`src/rtl/imm_rot_encoder.sv`:
```
// imm_rot_encoder: finds the ARM data-processing immediate (imm8, rot4) for a
// 32-bit constant, so that value == ROR(imm8, 2*rot4). One rotation is tried
// per cycle. The smallest rotation that fits is reported; otherwise found=0.
module imm_rot_encoder (
  input  logic        clk,
  input  logic        reset,
  input  logic        start,
  input  logic [31:0] value,
  output logic        busy,
  output logic        done,
  output logic        found,
  output logic [7:0]  imm8,
  output logic [3:0]  rot4
);

  localparam int unsigned DataW = 32;
  localparam int unsigned ImmW  = 8;
  localparam int unsigned RotW  = 4;
  localparam int unsigned ShW   = 5;

  typedef enum logic {
    S_IDLE   = 1'b0,
    S_SEARCH = 1'b1
  } state_e;

  state_e            state_q, state_d;
  logic [RotW-1:0]   k_q, k_d;
  logic [DataW-1:0]  val_q, val_d;
  logic              done_q, done_d;
  logic              found_q, found_d;
  logic [ImmW-1:0]   imm8_q, imm8_d;
  logic [RotW-1:0]   rot4_q, rot4_d;

  logic [ShW-1:0]    sh;
  logic [DataW-1:0]  cand;
  logic              hit;

  // Candidate for the current k: rotate the captured value left by 2*k.
  // A right shift by 32 (k=0) yields zero, so the OR reduces to val_q.
  always_comb begin
    sh   = {k_q, 1'b0};
    cand = (val_q << sh) | (val_q >> (6'd32 - 6'(sh)));
    hit  = (cand[DataW-1:ImmW] == '0);
  end

  // Next-state and result logic; results only change on the done cycle.
  always_comb begin
    state_d = state_q;
    k_d     = k_q;
    val_d   = val_q;
    done_d  = 1'b0;
    found_d = found_q;
    imm8_d  = imm8_q;
    rot4_d  = rot4_q;

    unique case (state_q)
      S_IDLE: begin
        if (start) begin
          val_d   = value;
          k_d     = '0;
          state_d = S_SEARCH;
        end
      end
      S_SEARCH: begin
        if (hit) begin
          found_d = 1'b1;
          imm8_d  = cand[ImmW-1:0];
          rot4_d  = k_q;
          done_d  = 1'b1;
          state_d = S_IDLE;
        end else if (k_q == RotW'(15)) begin
          found_d = 1'b0;
          imm8_d  = '0;
          rot4_d  = '0;
          done_d  = 1'b1;
          state_d = S_IDLE;
        end else begin
          k_d = k_q + RotW'(1);
        end
      end
      default: state_d = S_IDLE;
    endcase
  end

  // State and result registers; reset discards any search in flight.
  always_ff @(posedge clk or negedge reset) begin
    if (!reset) begin
      state_q <= S_IDLE;
      k_q     <= '0;
      val_q   <= '0;
      done_q  <= 1'b0;
      found_q <= 1'b0;
      imm8_q  <= '0;
      rot4_q  <= '0;
    end else begin
      state_q <= state_d;
      k_q     <= k_d;
      val_q   <= val_d;
      done_q  <= done_d;
      found_q <= found_d;
      imm8_q  <= imm8_d;
      rot4_q  <= rot4_d;
    end
  end

  // Outputs straight from flops.
  always_comb begin
    busy  = (state_q == S_SEARCH);
    done  = done_q;
    found = found_q;
    imm8  = imm8_q;
    rot4  = rot4_q;
  end

endmodule

```
`config.mk`:
```
export PLATFORM = sky130hd
export DESIGN_NAME = imm_rot_encoder
export DESIGN_NICKNAME = d
export VERILOG_FILES = /design/src/rtl/imm_rot_encoder.sv
export SDC_FILE = /design/constraint.sdc
export NUM_CORES = 1
export LEC_CHECK = 0
export ABC_AREA = 1
export CORE_MARGIN = 2
export CORE_UTILIZATION = 68
export DETAILED_ROUTE_END_ITERATION = 8
export DONT_BUFFER_PORTS = 1
export MAX_ROUTING_LAYER = met4
export PLACE_DENSITY = 0.84
export SYNTH_ARGS = -nofsm -noshare
export SYNTH_HDL_FRONTEND = slang
export SYNTH_SLANG_ARGS = --single-unit
```
`constraint.sdc`:
```
create_clock -name clk -period 6.05 [get_ports clk]
set_clock_uncertainty 0.05 [all_clocks]
set_input_delay 1.21 -clock clk [delete_from_list [all_inputs] [get_ports clk]]
set_output_delay 1.21 -clock clk [all_outputs]
set_load 0.005 [all_outputs]
```
==> impl_metrics.env <==
export IMPL_synth_distinct_cells=31
export IMPL_worst_r2r_endpoint="imm8[6]"
export IMPL_slew_viol_final=0
export IMPL_drive_gt1_frac=0.09375
export IMPL_period_minus_slack_ns=3.914
export IMPL_hold_path_class="reg2reg"
export IMPL_path_clk_slew_ns=0.09
export IMPL_ys_seq_elements=51
export IMPL_yosysMostFrequentCell="nand2_1"
export IMPL_crit_slowest_cell="inv_1"
export IMPL_worst_setup_path_type="reg2reg"
export IMPL_hold_buffers=0
export IMPL_reg2regPathDepth=17
export IMPL_yosys_warnings=0
export IMPL_rsz0062_at_grt="false"
export IMPL_seqCellArea_mm2=0.001276
export IMPL_wl_per_cell_um=16.55
export IMPL_syn_inst=528
export IMPL_fin_tns_setup_ns=0
export IMPL_core_mm2=0.005140
export IMPL_chipHeight_um=77.40
export IMPL_hp_start="found"
export IMPL_clkSinkCount=51
export IMPL_cap_violations=0
export IMPL_synth_fp_nets=565
export IMPL_fin_crit_sh=0.6469
export IMPL_ys_seq_area_frac=0.3484
export IMPL_crit_path_frequent_cell="nand2_1"
export IMPL_drc=0
export IMPL_wl_met3_um=672
export IMPL_ant_nets=0
export IMPL_critPathMaxStageDelay_ns=0.72
export IMPL_topRoutingLayerUsed="met4"
export IMPL_std_cell_rows=26
export IMPL_diodes=0
export IMPL_vias_per_cell=6.163
export IMPL_die_x_um=77.40
export IMPL_endpoint_kind="register"
export IMPL_synth_main_ff_cell="dfrtp_1"
export IMPL_dr_pass1_iters=5
export IMPL_worst_slew_pin_slew_ns=0.9842
export IMPL_io_buffers=0
export IMPL_regToRegSetupSlack_ns=2.14
export IMPL_path_cells="inv_1 -> ha_1 -> inv_1 -> nand3_1 -> nand2_1 -> nand2_1 -> nand2_1 -> nand2_1 -> nor2_1 -> nand3_1 -> nand2_1 -> nand2_1 -> inv_1 -> nand3_2 -> inv_1 -> nand2_1 -> nand2_1"
export IMPL_cts_max_level=2
export IMPL_async_flop_share=1.000
export IMPL_crit_required_ns=6.24
export IMPL_grt_pass1_vias=3358
export IMPL_status="finished clean"
export IMPL_setup_viol=0
export IMPL_critPathLaunch="k_q[1]"
export IMPL_place_hpwl_mm=7.141
export IMPL_grt_util_all_layers=0.3469
export IMPL_cts_tree="built"
export IMPL_gp_congestion=1.004
export IMPL_cts_buffers=5
export IMPL_syn_area_mm2=0.003664
export IMPL_fill_cells=460
export IMPL_grt_overflow=0
export IMPL_drt_iter0_markers=325
export IMPL_fin_nets=548
export IMPL_critPathLaunchType="register"
export IMPL_crit_end="imm8[6]"
export IMPL_clk_latency_ns=0.30
export IMPL_synth_edf_count=0
export IMPL_hold_viol=0
export IMPL_cts_setup_buffers=0
export IMPL_root_buffer="clkbuf_8"
export IMPL_worstReg2RegStart="k_q[1]"
export IMPL_wl_met1_mm=4.317
export IMPL_multi_input_comb_area_mm2=0.002152
export IMPL_yosys_area_top_type="dfrtp_1"
export IMPL_clock_path_buffers=2
export IMPL_grt_max_degree=52
export IMPL_dieArea_mm2=0.005991
export IMPL_synthTopCellsByCount="199 x nand2_1, 85 x nand3_1, 51 x dfrtp_1, 38 x nor2_1, 28 x mux2_2"
export IMPL_met2_length_mm=4.503
export IMPL_area_growth_pct=1.264
export IMPL_drt_wl_total_mm=9.632
export IMPL_start_util=0.7128
export IMPL_ioPinCount=50
export IMPL_slew_limit_headroom=0.3431
export IMPL_antenna_found_initial=0
export IMPL_fmax_mhz=255.5
export IMPL_vias=3587
export IMPL_cts_resized=0
export IMPL_netlist_area_leader_share=0.3484
export IMPL_cp_max_fo=32
export IMPL_synth_area_leaders="dfrtp_1 35%, nand2_1 20%, nand3_1 12%, mux2_2 8.6%, nor2_1 3.9%"
export IMPL_synth_area_per_cell_um2=6.938
export IMPL_grt_pass1_wl_mm=16.22
export IMPL_critPathArrivalTime_ns=4.10
==> per-layer routing <==
layer,track usage,vias up
li1,-,1723
met5,-,-
met4,0.08036,0
met2,0.5278,167
met3,0.05233,17
met1,0.4947,1680
==> worst min path at each step <==
stage | cells past startpoint | end | slack, ns
after CTS | 1 | val_q[22] | 0.49
after global placement | 2 | found | 0.46
final | 2 | found | 0.49
after global routing | 1 | val_q[23] | 0.51
after floorplan | 2 | found | 0.44
after detailed placement | 1 | val_q[22] | 0.47
==> through the flow <==
| stage | util | hold WS (ns) | instance area (um^2) | setup WS [ns] | cells |
|---|---|---|---|---|---|
| final | 0.7218 | 0.4884 | 3710 | 2.136 | 582 |
| after global routing | 0.7218 | 0.5116 | 3710 | 1.612 | 582 |
| after floorplan | - | 0.4426 | 3664 | 3.430 | 528 |
| after CTS | 0.7218 | 0.4897 | 3710 | 2.189 | 582 |
| after detailed placement | 0.7059 | 0.4681 | 3628 | 2.223 | 574 |
| after global placement | 0.7059 | 0.4616 | 3628 | 2.375 | 574 |
==> area by class of cell <==
| cell class | count | area share |
|---|---|---|
| repair buffers | 5 | 0.01012 |
| multi-input cells | 428 | 0.5801 |
| clock inverters | 1 | 0.001349 |
| clock buffers | 7 | 0.02057 |
| well taps | 70 | 0.02361 |
| inverters | 20 | 0.02024 |
| flip-flops and latches | 51 | 0.3440 |
==> flip-flops by register name, summed over array words and instances, names as in the netlist <==
name,count
imm8,8
found,1
k_q,4
rot4,4
val_q,32
done,1
busy,1
==> logic make-up (layout without fill, tap and decap cells) <==
| logic type | after synthesis | in the layout | synth area share |
|---|---|---|---|
| and+or+nand+nor | 346 | 346 | 0.4071 |
| DFF | 51 | 51 | 0.3484 |
| buffers and inverters | 49 | 33 | 0.06420 |
| AOI/OAI and AO/OA | 48 | 48 | 0.07787 |
| muxes | 28 | 28 | 0.08606 |
| xor gates and xnor gates | 4 | 4 | 0.009565 |
| adders and majority gates | 2 | 2 | 0.006830 |
==> critical path, delay by kind of cell, from the launching register on <==
kind | cells | cell delay [ns]
adder cells (fa/ha/maj) | 1 | 0.39
buffers and inverters | 4 | 1.46
flip-flops | 1 | 0.63
AND/OR/NAND/NOR | 12 | 1.31
==> layout by cell type, fill, tap and decap left out <==
cell type | synthesis | final
clkinv_1 | 1 | 1
and2_1 | 5 | 5
xor2_1 | 3 | 3
nand3b_1 | 2 | 2
a221oi_1 | 1 | 1
nand4_1 | 9 | 9
nor2_1 | 38 | 38
xnor2_1 | 1 | 1
o311ai_0 | 4 | 4
o211ai_1 | 3 | 3
clkbuf_1 | 7 | 2
nand3_2 | 4 | 4
a21oi_2 | 1 | 1
o221ai_1 | 4 | 4
inv_1 | 18 | 18
mux2_2 | 28 | 28
inv_2 | 1 | 1
nand3_1 | 85 | 85
nor3_1 | 1 | 1
clkbuf_8 | 0 | 5
ha_1 | 2 | 2
dfrtp_1 | 51 | 51
o21ai_0 | 13 | 13
clkinv_2 | 0 | 1
nand2_4 | 2 | 2
buf_4 | 4 | 5
nand2_2 | 1 | 1
a21oi_1 | 15 | 15
o21ai_1 | 7 | 7
nand2_1 | 199 | 199
Power is not shown: default switching activity piles up to over one toggle a cycle in this logic, so the estimate is an artifact.
